**src/rtl/nbit_alu_if.sv**
```systemverilog
// nbit_alu_if -- operand/result bundle for the registered N-bit ALU.
// Optional flag signals (zero, overflow) exist only when NBIT_ALU_FLAGS_EN
// is defined; the default build carries Y and carry_out only.
interface nbit_alu_if #(
  parameter int N = 4
);
  logic [N-1:0] A;
  logic [N-1:0] B;
  logic [2:0]   mode;
  logic [N-1:0] Y;
  logic         carry_out;
`ifdef NBIT_ALU_FLAGS_EN
  logic         zero;
  logic         overflow;

  modport master (output A, output B, output mode,
                  input Y, input carry_out, input zero, input overflow);
  modport slave  (input A, input B, input mode,
                  output Y, output carry_out, output zero, output overflow);
`else
  modport master (output A, output B, output mode,
                  input Y, input carry_out);
  modport slave  (input A, input B, input mode,
                  output Y, output carry_out);
`endif
endinterface

```
**src/rtl/nbit_alu.sv**
```systemverilog
// nbit_alu -- N-bit ALU with a one-cycle registered result.
// Operands and mode are captured every rising edge; Y/carry_out (and the
// optional zero/overflow flags, enabled by defining NBIT_ALU_FLAGS_EN)
// reflect that operation after the edge. rst is synchronous, active-high,
// and wins over the operation sampled on the same edge.
module nbit_alu #(
  parameter int N = 4
) (
  input  logic      clk,
  input  logic      rst,
  nbit_alu_if.slave bus
);

  localparam logic [2:0] MODE_ADD = 3'b000;
  localparam logic [2:0] MODE_SUB = 3'b001;
  localparam logic [2:0] MODE_AND = 3'b010;
  localparam logic [2:0] MODE_OR  = 3'b011;
  localparam logic [2:0] MODE_XOR = 3'b100;
  localparam logic [2:0] MODE_NOT = 3'b101;
  localparam logic [2:0] MODE_INC = 3'b110;
  localparam logic [2:0] MODE_DEC = 3'b111;

  localparam logic [N:0]   ONE_EXT = {{N{1'b0}}, 1'b1};
  localparam logic [N-1:0] Y_ZERO  = {N{1'b0}};

  // Zero-extended operands: bit N of each arithmetic result is the carry
  // (for additions) or the borrow (for subtractions).
  logic [N:0] a_ext;
  logic [N:0] b_ext;
  logic [N:0] sum_ext;
  logic [N:0] diff_ext;
  logic [N:0] inc_ext;
  logic [N:0] dec_ext;

  logic [N-1:0] y_d;
  logic [N-1:0] y_q;
  logic         carry_d;
  logic         carry_q;

  assign a_ext    = {1'b0, bus.A};
  assign b_ext    = {1'b0, bus.B};
  assign sum_ext  = a_ext + b_ext;
  assign diff_ext = a_ext - b_ext;
  assign inc_ext  = a_ext + ONE_EXT;
  assign dec_ext  = a_ext - ONE_EXT;

  // Select the result and carry/borrow for the requested operation.
  always_comb begin
    y_d     = Y_ZERO;
    carry_d = 1'b0;
    case (bus.mode)
      MODE_ADD: begin
        y_d     = sum_ext[N-1:0];
        carry_d = sum_ext[N];
      end
      MODE_SUB: begin
        y_d     = diff_ext[N-1:0];
        carry_d = diff_ext[N];
      end
      MODE_AND: begin
        y_d     = bus.A & bus.B;
        carry_d = 1'b0;
      end
      MODE_OR: begin
        y_d     = bus.A | bus.B;
        carry_d = 1'b0;
      end
      MODE_XOR: begin
        y_d     = bus.A ^ bus.B;
        carry_d = 1'b0;
      end
      MODE_NOT: begin
        y_d     = ~bus.A;
        carry_d = 1'b0;
      end
      MODE_INC: begin
        y_d     = inc_ext[N-1:0];
        carry_d = inc_ext[N];
      end
      MODE_DEC: begin
        y_d     = dec_ext[N-1:0];
        carry_d = dec_ext[N];
      end
      // Unknown mode (X/Z) produces a benign all-zero result.
      default: begin
        y_d     = Y_ZERO;
        carry_d = 1'b0;
      end
    endcase
  end

  // Result register: reset clears, otherwise capture this cycle's operation.
  always_ff @(posedge clk) begin
    if (rst) begin
      y_q     <= Y_ZERO;
      carry_q <= 1'b0;
    end else begin
      y_q     <= y_d;
      carry_q <= carry_d;
    end
  end

  assign bus.Y         = y_q;
  assign bus.carry_out = carry_q;

`ifdef NBIT_ALU_FLAGS_EN
  logic a_sign;
  logic b_sign;
  logic zero_d;
  logic zero_q;
  logic overflow_d;
  logic overflow_q;

  assign a_sign = bus.A[N-1];
  assign b_sign = bus.B[N-1];
  assign zero_d = (y_d == Y_ZERO);

  // Signed overflow: the result sign contradicts what the operand signs allow.
  always_comb begin
    overflow_d = 1'b0;
    case (bus.mode)
      MODE_ADD: overflow_d = (a_sign == b_sign) && (sum_ext[N-1] != a_sign);
      MODE_SUB: overflow_d = (a_sign != b_sign) && (diff_ext[N-1] != a_sign);
      MODE_INC: overflow_d = !a_sign && inc_ext[N-1];
      MODE_DEC: overflow_d = a_sign && !dec_ext[N-1];
      MODE_AND: overflow_d = 1'b0;
      MODE_OR:  overflow_d = 1'b0;
      MODE_XOR: overflow_d = 1'b0;
      MODE_NOT: overflow_d = 1'b0;
      default:  overflow_d = 1'b0;
    endcase
  end

  // Flag register, aligned with the result register; reset reports Y == 0.
  always_ff @(posedge clk) begin
    if (rst) begin
      zero_q     <= 1'b1;
      overflow_q <= 1'b0;
    end else begin
      zero_q     <= zero_d;
      overflow_q <= overflow_d;
    end
  end

  assign bus.zero     = zero_q;
  assign bus.overflow = overflow_q;
`endif

endmodule

```
**src/flat_wrapper.sv**
```systemverilog
// flat-port wrapper written by rule: the top's interface ports become plain ports
module nbit_alu_flat 
#(
  parameter int N = 4
)
  (clk, rst, bus_A, bus_B, bus_mode, bus_Y, bus_carry_out);
  nbit_alu_if #(.N(N)) bus_i ();
  input  logic clk;
  input  logic rst;
  input wire logic [$bits(bus_i.A)-1:0] bus_A;
  input wire logic [$bits(bus_i.B)-1:0] bus_B;
  input wire logic [$bits(bus_i.mode)-1:0] bus_mode;
  output wire logic [$bits(bus_i.Y)-1:0] bus_Y;
  output wire logic [$bits(bus_i.carry_out)-1:0] bus_carry_out;
  assign bus_i.A = bus_A;
  assign bus_i.B = bus_B;
  assign bus_i.mode = bus_mode;
  assign bus_Y = bus_i.Y;
  assign bus_carry_out = bus_i.carry_out;
  nbit_alu #(.N(N)) u_core (.clk(clk), .rst(rst), .bus(bus_i));
endmodule
```
**config.mk**
```make
export PLATFORM = sky130hd
export DESIGN_NAME = nbit_alu_flat
export DESIGN_NICKNAME = d
export VERILOG_FILES = /design/src/rtl/nbit_alu_if.sv /design/src/rtl/nbit_alu.sv /design/src/flat_wrapper.sv
export SDC_FILE = /design/constraint.sdc
export NUM_CORES = 1
export LEC_CHECK = 0
export CAP_MARGIN = 20
export CORE_MARGIN = 2
export CORE_UTILIZATION = 34
export CTS_CLUSTER_SIZE = 14
export DETAILED_ROUTE_END_ITERATION = 10
export PLACE_DENSITY = 0.64
export SYNTH_ARGS = -nofsm -noshare
export SYNTH_HDL_FRONTEND = slang
export SYNTH_SLANG_ARGS = --single-unit
```
**constraint.sdc**
```tcl
create_clock -name clk -period 3.15 [get_ports clk]
set_input_delay 0.945 -clock clk [delete_from_list [all_inputs] [get_ports clk]]
set_output_delay 0.945 -clock clk [all_outputs]
set_load 0.1 [all_outputs]
```
Yosys cells after proc, flatten, opt, wreduce, memory -nomap -nowiden --
Index checks and enable logic that the tools add are counted.
Storage, ports and cells: flip-flop bits (word level) 5, latch bits 0, RAM bits 0, bits in read-only memories 0, input port bits 13, output and inout port bits 5, logic and storage cells 21, memories 0
Operators by class: $add $sub $neg 4, multiply operators 0, div/mod/pow operators 0, order comparisons 0, equality and inequality tests 7, shift operators 0, multiplexer cells 2, bitwise operators 4, reductions and logical operators 2
Operators by type and width (number):
- 4-bit case mux with 8 select lines | 1
- 3-bit == test (second input constant) | 4
- 3-bit by 2-bit == test with 1-bit output (second input constant) | 2
- 4-bit by 1-bit adder with 5-bit output (second input constant) | 1
- 4-bit by 4-bit adder with 5-bit output | 1
- 1-bit case mux with 5 select lines | 1
- 4-bit by 1-bit subtractor with 5-bit output (second input constant) | 1
- 4-bit by 4-bit subtractor with 5-bit output | 1
- 4-bit bitwise AND | 1
- 4-bit inverter | 1
- 4-bit OR | 1
- 4-bit OR reduction | 1
- 4-bit bitwise XOR | 1
- 3-bit by 1-bit == test with 1-bit output (second input constant) | 1
- 3-bit zero test | 1

Logic depth before layout (Yosys ltp) --
Gate-level depths: netlist of run 1.
word-level depth 3, mapped depth 9, depth with buffers taken out 9

Worst setup path after synthesis of run 1 --
OpenSTA, ideal clock, no wires.
path type input to register, start point in bus_A[0], end point reg u_core.y_q[1], in the netlist u_core.bus.Y[1], setup time 0.103 ns, data arrival time 2.383 ns, required time 3.047 ns, path slack 0.663 ns, stages on the path 9, path buffers 0, path through inv_1 > ha_1 > inv_1 > fa_1 > nor2_1 > a21oi_1 > a22oi_1 > o21a_1 > a2111oi_2
On the way: longest elaborated chain between the ends 2, elaborated cells on any way between the ends 5, classes of those cells add/sub: 4; mux: 1
Ends and longest elaborated chain:
- from (decl) | RTL line flat_wrapper.sv:10 | input wire logic [$bits(bus_i.A)-1:0] bus_A;
- 4-bit by 1-bit subtractor with 5-bit output (tied with other cells) | RTL line nbit_alu.sv:45 | assign dec_ext = a_ext - ONE_EXT;
- 4-bit case mux with 8 select lines (*) | RTL line nbit_alu.sv:51 | case (bus.mode)
- to (signal assigned) | RTL line nbit_alu.sv:98 | y_q <= y_d;
- to (decl) | RTL line nbit_alu.sv:36 | logic [N-1:0] y_q;
Mark *: on every way between the ends. The rest lies on a longest branch, timed or not. A chain may end at the register's enable or synchronous reset.

Worst setup path after layout of run 1 --
start point in bus_B[0], end point reg u_core.y_q[1], in the netlist u_core.bus.Y[1]
On the way: longest elaborated chain between the ends 2, elaborated cells on any way between the ends 3, classes of those cells add/sub: 2; mux: 1
Ends and longest elaborated chain:
- from (decl) | RTL line flat_wrapper.sv:11 | input wire logic [$bits(bus_i.B)-1:0] bus_B;
- 4-bit by 4-bit subtractor with 5-bit output / 4-bit by 4-bit adder with 5-bit output (equally long branches) | RTL line nbit_alu.sv:43, nbit_alu.sv:42
- 4-bit case mux with 8 select lines (*) | RTL line nbit_alu.sv:51
Marked as above.

==> results of run 1 <==
power by group through the flow:
stage | Combinational [uW] | Sequential [uW] | Clock [uW]
2_1_floorplan | 86.4 | 115 | 0
3_3_place_gp | 182 | 72.0 | 0
3_5_place_dp | 184 | 72.1 | 0
4_1_cts | 185 | 71.0 | 76.4
5_1_grt | 200 | 71.6 | 81.3
6_report | 184 | 70.9 | 74.5
worst max-delay path by stage:
stage | from | endpoint | slack (ns) | cells after the start
3_5_place_dp | bus_B[0] | u_core.bus.Y[1] | 0.12 | 9
6_report | bus_B[0] | u_core.bus.Y[1] | 0.35 | 9
5_1_grt | bus_B[0] | u_core.bus.Y[1] | 0.25 | 9
4_1_cts | bus_B[0] | u_core.bus.Y[1] | 0.37 | 9
3_3_place_gp | bus_B[1] | u_core.bus.Y[2] | 0.17 | 8
2_1_floorplan | bus_A[0] | u_core.bus.Y[1] | 0.66 | 9
critical path: cells and delay by family:
kind	cells	cell delay, ns
and+or+nand+nor	1	0.04
buffers and inverters	2	0.56
AOI/OAI and AO/OA	4	0.73
adders and majority gates	2	0.65
routing by layer:
| metal | part of all wire, % | up-vias | wire [um] | track usage, % |
|---|---|---|---|---|
| li1 | - | 441 | - | - |
| met1 | 46 | 412 | 972 | 22.5 |
| met2 | 48 | 29 | 1010 | 26.9 |
| met3 | 5.5 | 0 | 116 | 1.64 |
| met4 | 0 | 0 | 0 | 5.00 |
| met5 | 0 | - | 0 | 0 |
cell usage in the layout, fill, tap and decap left out, types with 2 or more instances in the layout:
cell,synthesis,layout
fa_1,2,2
xnor2_1,3,3
inv_2,2,2
nand2_1,6,6
nor2_1,10,10
xor2_1,2,2
nand3_1,3,3
a21oi_1,11,11
clkbuf_4,0,3
buf_4,1,13
nor3_1,3,3
a221oi_1,2,2
clkdlybuf4s50_1,0,12
mux2i_1,2,2
ha_1,14,14
nand3b_1,3,3
inv_1,10,10
dfxtp_1,5,5
o21ai_0,3,3
nor3b_1,2,2
nand2b_1,2,2
area by class of cell:
cell class / count / area, um2 / area share, %
clock buffer: 4 / 26.3 / 2.37
multi-input combinational: 88 / 682 / 61.5
tap: 30 / 37.5 / 3.39
timing repair buffer: 25 / 218 / 19.6
sequential: 5 / 100 / 9.03
inverter: 12 / 45.0 / 4.06
stage by stage:
| step | hold WS [ns] | utilization [%] |
|---|---|---|
| after floorplan | 1.01 | - |
| after global placement | 1.44 | 44.5 |
| after detailed placement | 1.44 | 44.5 |
| after CTS | 1.41 | 45.6 |
| after global routing | 1.42 | 45.6 |
| final | 1.40 | 45.6 |
state kept, by name, indices dropped and copies added (netlist names):
register and count:
u_core.bus.Y 4, u_core.bus.carry_out 1
logic make-up (layout without fill, tap and decap cells):
logic type      after synthesis  after routing  synth area share, %
compound gates               30             30                 24.6
mux                           3              3                 3.62
simple gates                 34             34                 20.7
buf+inv                      18             41                 9.42
fa+ha+maj                    16             16                 24.9
xor+xnor                      5              5                 5.07
flops                         5              5                 11.6
==> results.toml, run 1 <==
[status]
status = "complete, no violations"

[power_and_ir_drop]
leakagePower_uw = 0.000498
fin_total_pwr_uw = 330
switching_share_pct = 42.9
intPower_uw = 188
p_per_area_nw_per_um2 = 297
pwr-share-seq_pct = 21.5
switchingPower_uw = 141
combPwrFrac_pct = 55.9
clock_power_share_pct = 22.6
peakVddDrop_mv = 0.222

[die]
fp.dieH_um = 54.4
rows = 18
dieWidth_um = 54.4
initial_core_util_pct = 35.5
dieArea_um2 = 2960
core_area_um2 = 2430
ioPinCount = 18

[worst_setup_path]
critPathCaptureType = "flip-flop"
cp_slowest_stage_delay_ns = 0.51
crit_arrival_ns = 2.94
cp-start-kind = "primary input"
critPathRequiredTime_ns = 3.29
critical_path_class = "in -> reg"
crit_slowest_cell = "clkdlybuf4s50_1"
crit_chain = "clkdlybuf4s50_1, ha_1, inv_1, fa_1, nor2_1, a21oi_1, a22oi_1, o21a_1, a2111oi_2"
worstPathMaxFanout = 3

[synthesis]
synth_cell_type_count = 43
synth_common_cells = "ha_1, a21oi_1, inv_1, nor2_1, nand2_1"
ys_warn_count = 0
synth_most_common_cell = "ha_1"
synth_largest_area_cell = "ha_1"
synth_cells = 111
synth-edff-count = 0
ys_seq_elements = 5
synth.area.top_cells = "ha_1, dfxtp_1, a21oi_1"
netlist_area_um2 = 863
synthFlopType = "dfxtp_1"
synth_nets = 140
netlist.area_leader.share_pct = 20.3
avgSynthCellArea_um2 = 7.78
synth-async-reset-ratio_pct = 0
ys_seq_area_share_pct = 11.6

[clocking]
cts_resized = 0
cts_setup_buffers = 0
cts_buffer_depth = 2
cts_root_buf = "clkbuf_4"
clk_pin_slew_ns = 0.05
clkSinkCount = 5
cts.htree.levels = 1
numCtsBuffers = 3
hold_buffers = 0
cts_tree = "built"

[finish]
fin_area_um2 = 1110
fillerInstances = 245
area_delta_synth_final_pct = 28.4
insertedDiodeCount = 0
stdcell_count = 164
drive_above_1_share_pct = 15.7
nets = 164

[routing]
viasPerCell = 5.38
vias = 882
drt_pass1_iterations = 4
wl_mm = 2.10
drt_iter0_drc = 21
drc = 0
wl_per_cell_um = 12.8
antenna_left = 0

[timing]
tightestPinTransition_ns = 0.508
slew_headroom_pct = 66.0
fin_ws_ns = 0.351
max_freq_mhz = 357
rsz0062_at_grt = "no"
setup_viol = 0
fin_crit_sh_pct = 88.9
slew_viol_final = 0
hold_violations = 0
setup_tns_ns = 0
fin_crit_ns = 2.80

[worst_hold_path]
holdPathStages = 2
hold_start = "rst"
hp-class = "in -> reg"
min_to = "u_core.bus.Y[0]"

[job]
maxCapViolations = 0

[placed_design]
gp_congestion = 0.832
dp.cells = 160
numPortBuffers = 17
dpl.hpwl_mm = 1.72
dpl_cell_area_um2 = 1080
dp_slack_ns = 0.119

[global_route]
antenna_found_initial = 0
grt_max_degree = 18
grt_pass1_wl_mm = 3.60
grt_overflow = 0
grtUsageTotal_pct = 16.4
grt_pass1_vias = 806
No activity file was read; power rests on OpenSTA's default activity.
==> run 2, diff against run 1 <==
--- a/config.mk
+++ b/config.mk
@@ -7,10 +7,11 @@
 export LEC_CHECK = 0
 export CAP_MARGIN = 20
 export CORE_MARGIN = 2
-export CORE_UTILIZATION = 34
+export CORE_UTILIZATION = 50
 export CTS_CLUSTER_SIZE = 14
 export DETAILED_ROUTE_END_ITERATION = 10
-export PLACE_DENSITY = 0.64
+export PLACE_DENSITY = 0.85
 export SYNTH_ARGS = -nofsm -noshare
 export SYNTH_HDL_FRONTEND = slang
 export SYNTH_SLANG_ARGS = --single-unit
+export TNS_END_PERCENT = 30
==> run 2 against run 1 <==
- maximum frequency is 0.71% lower
- die area is 30% lower
- critical path depth did not move
- sequential share of layout area is 0.13 points higher
- clock power fell by 0.9%
- non-clock buffer count unchanged
- sequential power barely moved
==> results.toml, run 2 (synthesis gave the netlist of run 1 again) <==
[routing]
drt_iter0_drc = 33
drc = 0
vias = 908
wl_per_cell_um = 14.3
antenna_left = 0
wl_mm = 2.16
drt_pass1_iterations = 4
viasPerCell = 6.01

[finish]
area_delta_synth_final_pct = 26.5
largest_reg_flops = 4
insertedDiodeCount = 0
mostFrequentLayoutCell = "ha_1"
fillerInstances = 140
layout_common_cells = "ha_1, buf_4, clkdlybuf4s50_1"
drive_above_1_share_pct = 15.7
fin_area_um2 = 1090
nets = 164

[placed_design]
dpl.hpwl_mm = 1.66
dpl_cell_area_um2 = 1070
numPortBuffers = 17
gp_congestion = 0.998

[clocking]
cts.htree.levels = 1
cts_resized = 0
numCtsBuffers = 3
cts_root_buf = "clkbuf_4"
hold_buffers = 0
cts_tree = "built"
cts_setup_buffers = 0
cts_buffer_depth = 2
clk_pin_slew_ns = 0.04
clkSinkCount = 5

[die]
core_area_um2 = 1670
ioPinCount = 18
dieWidth_um = 45.6
fp.dieH_um = 45.6
dieArea_um2 = 2080
rows = 15
initial_core_util_pct = 51.7

[timing]
slew_viol_final = 0
max_freq_mhz = 355
setup_viol = 0
slew_headroom_pct = 78.9
tightestPinTransition_ns = 0.313
fin_crit_sh_pct = 89.5
setup_tns_ns = 0
hold_ws_ns = 1.38
rsz0062_at_grt = "no"
hold_violations = 0
fin_crit_ns = 2.82

[global_route]
grtUsageTotal_pct = 24.5
use_met1_pct = 30.7
antenna_found_initial = 0
grt_pass1_vias = 871
grt_use_met3_pct = 2.78
busiest_layer = "met2"
grt_max_degree = 15
grt_pass1_wl_mm = 3.71
grt_overflow = 0
grtUsageMet2_pct = 39.2

[power_and_ir_drop]
intPower_uw = 188
switching_share_pct = 43.1
switchingPower_uw = 143
combPwrFrac_pct = 56.3
clock_power_share_pct = 22.3
pwr-share-seq_pct = 21.4
p_per_area_nw_per_um2 = 303
leakagePower_uw = 0.000498
peakVddDrop_mv = 0.144

[status]
status = "complete, no violations"

[worst_hold_path]
hp-class = "in -> reg"
hold_start = "rst"

[worst_setup_path]
critPathCaptureType = "flip-flop"
critical_path_class = "in -> reg"
cp-start-kind = "primary input"
critPathRequiredTime_ns = 3.29
startpoint = "bus_B[0]"
crit_arrival_ns = 2.96
worstPathMaxFanout = 3

[job]
maxCapViolations = 0
## run 2: area by class of cell
type | instances | area (um2) | share of cell area [%]
sequential | 5 | 100 | 9.16
multi-input combinational | 88 | 682 | 62.4
clock buffer | 4 | 26.3 | 2.41
inverter | 12 | 45.0 | 4.12
timing repair buffer | 25 | 218 | 19.9
tap | 17 | 21.3 | 1.95
## run 2: path summary, 6_finish.rpt
path / to / slack [ns] / depth (start not counted)
worst max-delay path: u_core.bus.Y[1] / 0.33 / 9
worst min-delay path: u_core.bus.Y[0] / 1.38 / 2
## run 2: power groups by stage
stage	Clock (uW)	Sequential, uW	Combinational (uW)
after CTS	76.5	71.0	185
final	73.8	71.0	186
after floorplan	0	115	86.4
after global routing	84.3	71.3	201
after detailed placement	0	72.1	184
after global placement	0	71.9	179
## run 2: layer usage
metal,routed length (um),share of wire [%]
met1,933,43
met2,1030,48
met3,135,6.2
met4,65,3.0
met5,0,0
## run 2: critical path: stages
cell and delay (ns):
clkdlybuf4s50_1 0.54, ha_1 0.20, inv_1 0.06, fa_1 0.48, nor2_1 0.04, a21oi_1 0.12
a22oi_1 0.08, o21a_1 0.18, a2111oi_2 0.31
## run 2: metrics by stage
stage          total power (uW)  std cells  setup slack, ns  utilization [%]
4_1_cts                     332        151            0.355             65.4
3_5_place_dp                256        147            0.107             63.8
6_report                    331        151            0.331             65.4
2_1_floorplan               201        111            0.663                -
5_1_grt                     357        151            0.221             65.4
3_3_place_gp                251        147            0.186             63.8
==> run 3, diff against run 2 <==
--- a/config.mk
+++ b/config.mk
@@ -5,11 +5,11 @@
 export SDC_FILE = /design/constraint.sdc
 export NUM_CORES = 1
 export LEC_CHECK = 0
-export CAP_MARGIN = 20
 export CORE_MARGIN = 2
 export CORE_UTILIZATION = 50
 export CTS_CLUSTER_SIZE = 14
 export DETAILED_ROUTE_END_ITERATION = 10
+export HOLD_SLACK_MARGIN = 0.15
 export PLACE_DENSITY = 0.85
 export SYNTH_ARGS = -nofsm -noshare
 export SYNTH_HDL_FRONTEND = slang
==> results of run 3 <==
No change in the layout: final DEF, timing and power equal those of run 2.
